### config.mk
export PLATFORM = sky130hd
export DESIGN_NAME = div_request_sequencer
export DESIGN_NICKNAME = d
export VERILOG_FILES = /design/src/rtl/div_seq_pkg.sv /design/src/rtl/div_request_sequencer_rise_detect.sv /design/src/rtl/div_request_sequencer.sv
export SDC_FILE = /design/constraint.sdc
export NUM_CORES = 1
export LEC_CHECK = 0
export CORE_AREA = 8 8 126 128
export DETAILED_ROUTE_END_ITERATION = 8
export DIE_AREA = 0 0 134 136
export HOLD_SLACK_MARGIN = 0.1
export PLACE_DENSITY_LB_ADDON = 0.08
export SYNTH_ARGS = -nofsm -noshare
export SYNTH_HDL_FRONTEND = slang
export SYNTH_SLANG_ARGS = --single-unit
### constraint.sdc
create_clock -name clk -period 2.1 [get_ports clk]
set_input_delay 0.42 -clock clk [delete_from_list [all_inputs] [get_ports clk]]
set_output_delay 0.42 -clock clk [all_outputs]
set_load 0.02 [all_outputs]
### src/rtl/div_seq_pkg.sv
// Shared types and constant fill patterns for the divider request sequencer.
package div_seq_pkg;

   typedef enum logic [1:0] {IDLE, ISSUE, WAIT, RESP} div_seq_state_t;

   // Bit patterns replicated to the operand width for locally generated responses
   localparam logic DIV_ZERO_Q_FILL   = 1'b1;
   localparam logic TIMEOUT_DATA_FILL = 1'b0;

endpackage

### src/rtl/div_request_sequencer_rise_detect.sv
// 1-bit edge detector: registers the input and flags a low-to-high transition.
module rise_detect (
   input  logic clk,
   input  logic rst_n,
   input  logic in,
   output logic rise
);

   logic res_q;

   always_ff @(posedge clk or negedge rst_n) begin
      if (!rst_n) begin
         res_q <= 1'b0;
      end else begin
         res_q <= in;
      end
   end

   assign rise = in & ~res_q;

endmodule

### src/rtl/div_request_sequencer.sv
// Valid/ready front-end for DivisorUnit: one divide in flight, timeout-protected.
// Optional feature macro DIV_ZERO_BYPASS_EN answers divide-by-zero requests locally.
module div_request_sequencer
   import div_seq_pkg::*;
#(
   parameter int parallelism    = 32,
   parameter int TIMEOUT_CYCLES = 128
) (
   input  logic                   clk,
   input  logic                   rst_n,
   input  logic                   req_valid,
   output logic                   req_ready,
   input  logic                   req_usigned,
   input  logic [parallelism-1:0] req_dividend,
   input  logic [parallelism-1:0] req_divisor,
   output logic                   div_valid,
   output logic                   div_usigned,
   output logic [parallelism-1:0] div_dividend,
   output logic [parallelism-1:0] div_divisor,
   input  logic                   div_res_ready,
   input  logic [parallelism-1:0] div_quotient,
   input  logic [parallelism-1:0] div_reminder,
   output logic                   rsp_valid,
   input  logic                   rsp_ready,
   output logic [parallelism-1:0] rsp_quotient,
   output logic [parallelism-1:0] rsp_reminder,
   output logic                   rsp_error,
   output logic                   busy
);

   localparam int CNT_W = (TIMEOUT_CYCLES > 1) ? $clog2(TIMEOUT_CYCLES) : 1;
   localparam logic [CNT_W-1:0] CNT_LAST = CNT_W'(TIMEOUT_CYCLES - 1);

   div_seq_state_t state_reg, state_next;
   logic [CNT_W-1:0] cnt_reg, cnt_next;
   logic req_ready_reg, req_ready_next;
   logic busy_reg, busy_next;
   logic div_valid_reg, div_valid_next;
   logic div_usigned_reg, div_usigned_next;
   logic [parallelism-1:0] div_dividend_reg, div_dividend_next;
   logic [parallelism-1:0] div_divisor_reg, div_divisor_next;
   logic rsp_valid_reg, rsp_valid_next;
   logic [parallelism-1:0] rsp_quotient_reg, rsp_quotient_next;
   logic [parallelism-1:0] rsp_reminder_reg, rsp_reminder_next;
   logic rsp_error_reg, rsp_error_next;
   logic res_rise, accept, timeout_hit, bypass;

   rise_detect u_rise_detect (
      .clk  (clk),
      .rst_n(rst_n),
      .in   (div_res_ready),
      .rise (res_rise)
   );

`ifdef DIV_ZERO_BYPASS_EN
   assign bypass = (req_divisor == '0);
`else
   assign bypass = 1'b0;
`endif

   assign accept      = (state_reg == IDLE) & req_valid & req_ready_reg;
   assign timeout_hit = (cnt_reg == CNT_LAST);

   always_ff @(posedge clk or negedge rst_n) begin
      if (!rst_n) begin
         state_reg        <= IDLE;
         cnt_reg          <= '0;
         req_ready_reg    <= 1'b0;
         busy_reg         <= 1'b0;
         div_valid_reg    <= 1'b0;
         div_usigned_reg  <= 1'b0;
         div_dividend_reg <= '0;
         div_divisor_reg  <= '0;
         rsp_valid_reg    <= 1'b0;
         rsp_quotient_reg <= '0;
         rsp_reminder_reg <= '0;
         rsp_error_reg    <= 1'b0;
      end else begin
         state_reg        <= state_next;
         cnt_reg          <= cnt_next;
         req_ready_reg    <= req_ready_next;
         busy_reg         <= busy_next;
         div_valid_reg    <= div_valid_next;
         div_usigned_reg  <= div_usigned_next;
         div_dividend_reg <= div_dividend_next;
         div_divisor_reg  <= div_divisor_next;
         rsp_valid_reg    <= rsp_valid_next;
         rsp_quotient_reg <= rsp_quotient_next;
         rsp_reminder_reg <= rsp_reminder_next;
         rsp_error_reg    <= rsp_error_next;
      end
   end

   // A rise beats a timeout that lands on the same cycle
   always_comb begin
      state_next = state_reg;
      case (state_reg)
         IDLE:    if (accept) state_next = bypass ? RESP : ISSUE;
         ISSUE:   state_next = WAIT;
         WAIT:    if (res_rise || timeout_hit) state_next = RESP;
         RESP:    if (rsp_valid_reg && rsp_ready) state_next = IDLE;
         default: state_next = IDLE;
      endcase
   end

   // Every output is registered, so flags are derived from the upcoming state
   always_comb begin
      req_ready_next    = (state_next == IDLE);
      busy_next         = (state_next != IDLE);
      div_valid_next    = (state_next == ISSUE);
      rsp_valid_next    = (state_next == RESP);
      cnt_next          = cnt_reg;
      div_usigned_next  = div_usigned_reg;
      div_dividend_next = div_dividend_reg;
      div_divisor_next  = div_divisor_reg;
      rsp_quotient_next = rsp_quotient_reg;
      rsp_reminder_next = rsp_reminder_reg;
      rsp_error_next    = rsp_error_reg;
      case (state_reg)
         IDLE: begin
            if (accept) begin
               if (bypass) begin
                  rsp_quotient_next = {parallelism{DIV_ZERO_Q_FILL}};
                  rsp_reminder_next = req_dividend;
                  rsp_error_next    = 1'b0;
               end else begin
                  div_usigned_next  = req_usigned;
                  div_dividend_next = req_dividend;
                  div_divisor_next  = req_divisor;
               end
            end
         end
         ISSUE: cnt_next = '0;
         WAIT: begin
            cnt_next = cnt_reg + CNT_W'(1);
            if (res_rise) begin
               rsp_quotient_next = div_quotient;
               rsp_reminder_next = div_reminder;
               rsp_error_next    = 1'b0;
            end else if (timeout_hit) begin
               rsp_quotient_next = {parallelism{TIMEOUT_DATA_FILL}};
               rsp_reminder_next = {parallelism{TIMEOUT_DATA_FILL}};
               rsp_error_next    = 1'b1;
            end
         end
         default: ;
      endcase
   end

   assign req_ready    = req_ready_reg;
   assign busy         = busy_reg;
   assign div_valid    = div_valid_reg;
   assign div_usigned  = div_usigned_reg;
   assign div_dividend = div_dividend_reg;
   assign div_divisor  = div_divisor_reg;
   assign rsp_valid    = rsp_valid_reg;
   assign rsp_quotient = rsp_quotient_reg;
   assign rsp_reminder = rsp_reminder_reg;
   assign rsp_error    = rsp_error_reg;

endmodule

### Yosys cells after proc, flatten, opt, wreduce, memory -nomap -nowiden

Index checks and enable logic that the tools add are counted.

| storage, ports and cells | value |
|---|---|
| flip-flop bits (word level) | 144 |
| input bits | 134 |
| output and inout bits | 134 |
| word-level logic and storage cells | 43 |

| cells by class | value |
|---|---|
| $add $sub $neg | 1 |
| equality and inequality tests | 6 |
| multiplexer cells | 10 |
| bitwise logic cells | 4 |
| reductions and logical operators | 9 |

Operators by type and width:

| cell | count |
|---|---|
| $mux 32 | 3 |
| $pmux 7 s2 | 1 |
| $pmux 2 s4 | 1 |
| $add 7x1->7 const B | 1 |
| $eq 7x7->1 const B | 1 |
| $eq 2x2->1 const B | 3 |
| $mux 2 | 3 |
| $reduce_bool 2->1 | 3 |
| $eq 2x1->1 const B | 2 |
| $logic_not 2->1 | 2 |
| $reduce_and 2->1 | 2 |
| $and 1x1->1 | 3 |
| $mux 1 | 2 |
| $logic_and 1x1->1 | 1 |
| $logic_or 1x1->1 | 1 |
| $not 1->1 | 1 |

### Longest topological paths before layout

Gate-level depths: netlist (run 1).

| depth | value |
|---|---|
| depth in word-level cells | 6 |
| depth in mapped cells | 8 |
| mapped depth without buffers | 6 |

### By module

From an unflattened synthesis (run 1), not the netlist that was laid out.

| second synthesis, totals | value |
|---|---|
| cells, all modules | 367 |
| area, all modules | 5497.8 µm² |

Modules (own cells, without submodules):

| module | times used | cells each | area each (µm²) | seq. area each (µm²) |
|---|---|---|---|---|
| div_request_sequencer | 1 | 365 | 5459.0 | 3578.4 |
| rise_detect | 1 | 2 | 38.8 | 25.0 |

### Worst setup path before layout (run 1)

OpenSTA, ideal clock, no wires.

| timing path | value |
|---|---|
| kind | flip-flop to flip-flop |
| start | reg state_reg[0] |
| end | reg rsp_quotient_reg[0] (netlist: rsp_quotient[0]) |
| setup time | 121 ps |
| arrival time | 1556 ps |
| required time | 1979 ps |
| slack | 423 ps |
| cell stages (with the launch flop) | 9 |
| path buffers | 2 |
| clock period less this slack | 1677 ps |
| cell sequence | dfrtp_1 -> inv_1 -> ha_1 -> buf_4 -> inv_4 -> nor3b_4 -> nor2_4 -> buf_6 -> a22o_1 |

| between the ends | value |
|---|---|
| longest elaborated chain between the ends | 2 |

RTL lines:

| item | RTL line | text |
|---|---|---|
| start, declared | div_request_sequencer.sv:34 | `div_seq_state_t state_reg, state_next;` |
| start signal, assigned | div_request_sequencer.sv:79 | `state_reg <= state_next;` |
| $eq 2x2->1 | div_request_sequencer.sv:119 | `case (state_reg)` |
| $reduce_and 2->1 (no line) | -- |  |
| end signal, assigned | div_request_sequencer.sv:88 | `rsp_quotient_reg <= rsp_quotient_next;` |
| end, declared | div_request_sequencer.sv:43 | `logic [parallelism-1:0] rsp_quotient_reg, rsp_quotient_next;` |

No other way between the ends.
A chain may end at the register's enable or synchronous reset.

### Worst setup path after layout (run 1)

| timing path | value |
|---|---|
| start | reg req_ready_reg (netlist: req_ready) |
| end | out req_ready |

RTL lines:

| item | RTL line | text |
|---|---|---|
| start, declared | div_request_sequencer.sv:36 | `logic req_ready_reg, req_ready_next;` |
| start signal, assigned | div_request_sequencer.sv:81 | `req_ready_reg <= req_ready_next;` |
| end, declared | div_request_sequencer.sv:12 | `output logic req_ready,` |

No word-level cell between the ends.

==> metrics.md, run 1 <==
| Metric | Value |
|---|---|
| Placeable Area | 0.01404 mm² |
| Total Wirelength | 15300 µm |
| Starting Density | 38.80% |
| Max_cap viols | 0 |
| CP Launch Type | register |
| Worst-Margin Slew | 0.5636 ns |
| Initial antenna violation count | 0 |
| Comb power frac | 44.1% |
| Yosys top cell area share | 66.16% |
| Root buf cell | clkbuf_16 |
| Inserted Clock Buffers | 17 |
| Layout fillers | 1060 |
| Crit path buffers/inverters | 1 |
| Min Tclk post-route | 1.915 ns |
| Cell chain of the critical path | clkdlybuf4s50_1 |
| Final setup viols | 0 |
| Largest net degree at the start of global routing | 58 |
| Vias per std cell | 4.792 |
| Largest stage delay, worst path | 0.68 ns |
| Synth Register Bits | 144 |
| Critical path fanouts, max | 2 |
| Final setup TNS | 0 ns |
| Die area | 0.01822 mm² |
| Area added between synthesis and finish | 65.93% |
| Hold slack final | 0.4862 ns |
| EDFF count, synth | 0 |
| ANT nets after route | 0 |
| H-tree Lvls | 4 |
| Synth warn | 0 |
| Ant diodes | 0 |
| Clock Pin Slew Worst Setup and Hold Paths | 0.06 ns |
| Count of input and output buffers | 267 |
| # nets final | 770 |
| Final HPWL from detailed placement | 11530 µm |
| Initial DRC count | 170 |
| Cell taking the most area after synthesis | dfrtp_1 |
| Max-slew headroom | 62.33% |
| Main synth FF type | dfrtp_1 |
| Clock power share | 23.0% |
| Final hold violations | 0 |
| Slew Viols, Final | 0 |
| CTS tree | yes |
| Post-synth ARST share | 100.0% |
| RSZ-0062 raised after global routing | false |
| Synth unique cells | 31 |
| Reg area | 0.003603 mm² |
| Crit-path slowest cell | clkdlybuf4s50_1 |
| DIE WIDTH | 134 µm |
| Crit. End Element | primary output |
| DRC | 0 |
| Power Dens Cells | 1593 mW/mm² |
| Most common cell in the netlist | dfrtp_1 |
| Area of the multi-input gates | 0.001643 mm² |
| Peak VDD IR | 0.6839 mV |
| Post-Syn Nets | 492 |
| Share of layout cells above drive strength 1 | 9.938% |
| Clock skew | 0.01090 ns |
| Critical path's top delay family | buffers and inverters |
| Placer Congestion | 0.7480 |
| Internal | 9.524 mW |
| CTS Sinks | 144 |
| Max Fclk | 522.3 MHz |
| CP arrival | 1.49 ns |
| Leakage Power | 4.005 nW |
| Sw Pwr | 4.874 mW |
| Sequential element share of the synthesized area | 66.16% |
| Longest Clk Path Bufs | 2 |
| Sequential power share | 32.9% |
| Critical Path RT | 1.68 ns |
| First-pass GRT wire length | 23760 µm |
| Num rows | 44 |
| Tot GR Track Use | 16.79% |
| Wire per inst | 18.47 µm |
| Io pins | 268 |
| Setup Buffers After CTS | 0 |
| Avg Cell Area, Syn | 15.43 µm² |
| Crit Path Category | register to primary output |
| Vias in the first global route | 4349 |
| Syn Inst Count | 353 |
| Fin crit share | 91.17% |
| Synthesized cell area | 0.005446 mm² |
| Total grt overflow | 0 |
| Switching fraction of total power | 33.85% |
| Post-synth top cells | dfrtp_1, a22o_1, mux2_1 |
| Worst-Skew Late Latency | 0.41 ns |
| Die Y | 136 µm |
| Status | complete, no violations |
| Hold crit path type | register to register |
| Vias | 3968 |
| Drt pass-1 iters | 4 |
| Synth area leaders | dfrtp_1, mux2_1, a22o_1, mux2_2, buf_6 |
-- metal layers --
metal	routed length (µm)	GRT usage (%)
met5	0	0
met4	353	7.611
met3	1214	6.356
met2	7341	26.50
met1	6385	20.10
-- path summary, 6_finish.rpt --
path | startpoint | endpoint | cells after the start | slack (ns)
setup / recovery | req_ready | req_ready | 1 | 0.19
hold / removal | div_dividend[28] | div_dividend[28] | 1 | 0.49
setup reg to reg | state_reg[0] | rsp_quotient[7] | 7 | 0.23
hold reg to reg | div_dividend[28] | div_dividend[28] | 1 | 0.49
max in group asynchronous | rst_n | rsp_quotient[16] | 3 | 0.95
min in group asynchronous | rst_n | div_divisor[27] | 2 | 0.54
-- through the flow --
step | instance area (µm²) | instances | setup slack [ns] | total power, mW | utilization, %
2_1_floorplan | 5446 | 353 | 0.4233 | 7.855 | -
3_3_place_gp | 8362 | 795 | 0.1976 | 11.08 | 59.56
3_5_place_dp | 8362 | 795 | 0.1325 | 11.21 | 59.56
4_1_cts | 9035 | 828 | 0.1129 | 14.61 | 64.36
5_1_grt | 9037 | 828 | 0.07596 | 15.18 | 64.38
6_report | 9037 | 828 | 0.1855 | 14.40 | 64.38
-- cell usage in the layout (no fill, tap or decap), types with 2 or more instances in the layout --
cell type	count
clkdlybuf4s50_1	266
dfrtp_1	144
a22o_1	65
mux2_1	52
clkbuf_16	17
mux2_2	13
nand2_1	7
nor2_1	7
buf_12	7
inv_1	6
nand3_1	6
buf_4	6
bufinv_16	5
o21ai_0	4
ha_1	4
clkinv_4	4
a21oi_1	2
o21ai_1	2
nor2b_1	2
a21o_1	2
clkbuf_8	2
-- timing repair --
action / 4_1_cts / 5_1_grt
endpoints found under the setup margin: 0 / 36
resized for setup: 0 / 1
hold endpoints to repair: 52 / 0
hold buffers: 1 / 0
-- final cells by class --
| cell class | count | area share (%) |
|---|---|---|
| flip-flops and latches | 144 | 39.87 |
| multi-input cells | 180 | 18.18 |
| well taps | 184 | 2.547 |
| repair buffers | 281 | 31.75 |
| clock inverters | 12 | 2.284 |
| inverters | 7 | 0.3184 |
| clock buffers | 20 | 5.053 |
-- kinds of logic after synthesis --
kind of cell	after synthesis	synth area share (%)
AOI/OAI and AO/OA	79	12.15
adders and majority gates	5	1.149
buffers and inverters	29	3.951
DFF	144	66.16
muxes	66	13.62
and+or+nand+nor	30	2.964
-- power groups by stage --
stage / clock, mW / sequential (mW) / combinational, mW
final: 3.30 / 4.74 / 6.35
after global routing: 3.52 / 4.91 / 6.74
after CTS: 3.39 / 4.76 / 6.46
after detailed placement: 0 / 4.76 / 6.45
after global placement: 0 / 4.75 / 6.33
after floorplan: 0 / 6.22 / 1.63
Note: power is estimated with default switching activity, not from simulation.
==> run 2, diff against run 1 <==
ABC_AREA = 1   (was default)
CORE_AREA = 8 8 127 129   (was 8 8 126 128)
DIE_AREA = 0 0 135 137   (was 0 0 134 136)
==> metrics.md, run 2 <==
| Metric | Value |
|---|---|
| H-tree Lvls | 4 (unchanged) |
| CP Launch Type | register |
| Max Fclk | 531.0 MHz (+1.7%) |
| Inserted Clock Buffers | 17 (unchanged) |
| Crit. End Element | primary output |
| DRC | 0 (unchanged) |
| Setup Buffers After CTS | 0 (unchanged) |
| Die area | 0.01850 mm² (+1.5%) |
| Final hold violations | 0 (unchanged) |
| Synth area leaders | dfrtp_1, nand2_1, mux2_2, ha_1, buf_6 |
| Final setup viols | 0 (unchanged) |
| Drt pass-1 iters | 4 (unchanged) |
| Initial antenna violation count | 0 (unchanged) |
| Placeable Area | 0.01420 mm² (+1.2%) |
| Internal | 9.561 mW (+0.39%) |
| Clock power share | 23.7% (+0.7 points) |
| Fin crit share | 89.68% (-1.5 points) |
| Peak VDD IR | 0.6896 mV (+0.84%) |
| Min Tclk post-route | 1.883 ns (-0.03121 ns) |
| CTS Sinks | 144 (unchanged) |
| Hold crit path type | register to register |
| Total grt overflow | 0 (unchanged) |
| Vias per std cell | 4.469 (-6.7%) |
| Wire per inst | 16.68 µm (-9.7%) |
| DIE WIDTH | 135 µm (+0.75%) |
| Sw Pwr | 5.012 mW (+2.8%) |
| Clock Pin Slew Worst Setup and Hold Paths | 0.06 ns (about the same) |
| Critical path's top delay family | buffers and inverters |
| Tot GR Track Use | 17.56% (+0.78 points) |
| Max-slew headroom | 63.88% (+1.5 points) |
| Syn Inst Count | 491 (+39%) |
| Final HPWL from detailed placement | 12300 µm (+6.7%) |
| Layout fillers | 1098 (+3.6%) |
| Commonest non-fill, non-tap cell in the layout | clkdlybuf4s50_1 |
| Leakage Power | 4.267 nW (+6.5%) |
| Critical Path RT | 1.68 ns (about the same) |
| Worst-Margin Slew | 0.5417 ns (-0.02191 ns) |
| Max_cap viols | 0 (unchanged) |
| CTS tree | yes |
| Synth unique cells | 20 (-35%) |
| Placed cell area | 0.008464 mm² (+1.2%) |
| Largest net degree at the start of global routing | 56 (-3.4%) |
| Avg Cell Area, Syn | 11.30 µm² (-27%) |
| Root buf cell | clkbuf_16 |
| Power Dens Cells | 1590 mW/mm² (-0.18%) |
| Critical path fanouts, max | 2 (unchanged) |
| Crit Path Category | register to primary output |
| Status | complete, no violations |
| Post-route cell area | 0.009164 mm² (+1.4%) |
| Post-synth ARST share | 100.0% (unchanged) |
| Count of input and output buffers | 267 (unchanged) |
| Sequential element share of the synthesized area | 64.97% (-1.2 points) |
| Crit path buffers/inverters | 1 (unchanged) |
| RSZ-0062 raised after global routing | false |
| CP arrival | 1.46 ns (-0.03 ns) |
| Most common cell in the netlist | nand2_1 |
| Commonest cells after routing, fill and taps aside | clkdlybuf4s50_1, nand2_1, dfrtp_1 |
| # nets final | 909 (+18%) |
| Initial DRC count | 202 (+19%) |
| Comb power frac | 43.9% (-0.2 points) |
| Cell taking the most area after synthesis | dfrtp_1 |
| Cell chain of the critical path | clkdlybuf4s50_1 |
| Switching fraction of total power | 34.39% (+0.54 points) |
| Crit-path slowest cell | clkdlybuf4s50_1 |
| Synth Register Bits | 144 (unchanged) |
| Pwr Total | 14.57 mW (+1.2%) |
| Worst-Skew Late Latency | 0.41 ns (about the same) |
| Post-synth top cells | nand2_1, dfrtp_1, mux2_2 |
| Core Util, Final | 64.52% (+0.14 points) |
| Largest stage delay, worst path | 0.65 ns (-0.03 ns) |
| Total Wirelength | 16130 µm (+5.4%) |
| Num rows | 44 (unchanged) |
| Synth warn | 0 (unchanged) |
| Longest Clk Path Bufs | 2 (unchanged) |
| Slew Viols, Final | 0 (unchanged) |
| Starting Density | 39.05% (+0.25 points) |
| Clock skew | 0.009937 ns (-0.0009586 ns) |
| Vias in the first global route | 4720 (+8.5%) |
| EDFF count, synth | 0 (unchanged) |
| Vias | 4322 (+8.9%) |
| ANT nets after route | 0 (unchanged) |
| First-pass GRT wire length | 25190 µm (+6.0%) |
| Final setup TNS | 0 ns (unchanged) |
| Die Y | 137 µm (+0.74%) |
| Synthesized cell area | 0.005547 mm² (+1.8%) |
| Yosys top cell area share | 64.97% (-1.2 points) |
| Share of layout cells above drive strength 1 | 14.69% (+4.7 points) |
| Main synth FF type | dfrtp_1 |
| Sequential power share | 32.4% (-0.5 points) |
| Placer Congestion | 0.7420 (-0.80%) |
| Ant diodes | 0 (unchanged) |
| Post-Syn Nets | 630 (+28%) |
| Area added between synthesis and finish | 65.22% |
| Io pins | 268 (unchanged) |
## run 2: cell count changes after synthesis, moves of 3 or more
cell | previous run | this run
a21oi_1 | 2 | 6
a22o_1 | 65 | 0
buf_4 | 1 | 4
buf_6 | 12 | 5
inv_1 | 6 | 12
mux2_1 | 52 | 0
mux2_2 | 13 | 65
nand2_1 | 7 | 212
nand2_2 | 0 | 3
nand3_1 | 7 | 4
nor2_1 | 7 | 11
## run 2: cells by family (layout without fill, tap and decap cells)
group	Yosys count	count (layout)	synth area share (%)
and+or+nand+nor	233	233	16.17
AOI/OAI and AO/OA	10	10	0.9927
xor gates and xnor gates	1	1	0.1579
DFF	144	144	64.97
adders and majority gates	5	5	1.128
muxes	65	65	13.20
buffers and inverters	33	325	3.384
## run 2: worst min-delay path, cell delays in order, from the launching register on
cell and delay [ns]:
dfrtp_1 0.33, nand2_1 0.05, nand2_1 0.05
## run 2: power by group through the flow
| stage | Clock, mW | Combinational, mW | Sequential [mW] |
|---|---|---|---|
| after global placement | 0 | 6.38 | 4.70 |
| after CTS | 3.53 | 6.52 | 4.72 |
| final | 3.46 | 6.40 | 4.72 |
| after global routing | 3.66 | 6.84 | 4.88 |
| after floorplan | 0 | 1.63 | 6.20 |
| after detailed placement | 0 | 6.50 | 4.75 |
## run 2: final cells by class
type / count / area (µm²) / share of cell area [%]
timing repair buffer: 280 / 2824 / 30.82
inverter: 13 / 48.80 / 0.5325
tap: 184 / 230.2 / 2.512
sequential: 144 / 3603 / 39.32
multi-input combinational: 314 / 1768 / 19.29
clock inverter: 9 / 201.4 / 2.198
clock buffer: 23 / 488.0 / 5.325
## run 2: path summary, 6_finish.rpt
check | from | end | slack [ns] | depth (start not counted)
min in group asynchronous | rst_n | div_divisor[4] | 0.54 | 2
worst max register to register | state_reg[0] | div_divisor[27] | 0.43 | 5
worst min register to register | rsp_reminder[29] | rsp_reminder[29] | 0.46 | 2
max in group asynchronous | rst_n | rsp_quotient[27] | 0.92 | 3
worst min-delay path | rsp_reminder[29] | rsp_reminder[29] | 0.46 | 2
worst max-delay path | req_ready | req_ready | 0.22 | 1
## run 2: through the flow
stage               worst slack [ns]  hold slack [ns]  std cells
global placement              0.3203           0.4133        934
global route                  0.1634           0.4876        967
floorplan                     0.5638           0.1244        491
finish                        0.2167           0.4649        967
detailed placement            0.2598           0.4225        934
CTS                           0.1908           0.4722        967
## run 2: repair_timing
action                                 4_1_cts  5_1_grt
hold buffers                                 1        0
endpoints found under the hold margin       52        0
gates resized for setup                      0        0
setup endpoints to repair                    0        0
## run 2: layer usage
layer	track usage, %	share of wire, %
met1	20.66	41
met2	28.03	47
met3	8.076	11
met4	5.799	1.0
met5	0	0
==> run 3, diff against run 2 <==
GPL_ROUTABILITY_DRIVEN = 0   (was default)
==> results of run 3 <==
No change in the layout: final DEF, timing and power equal those of run 2.
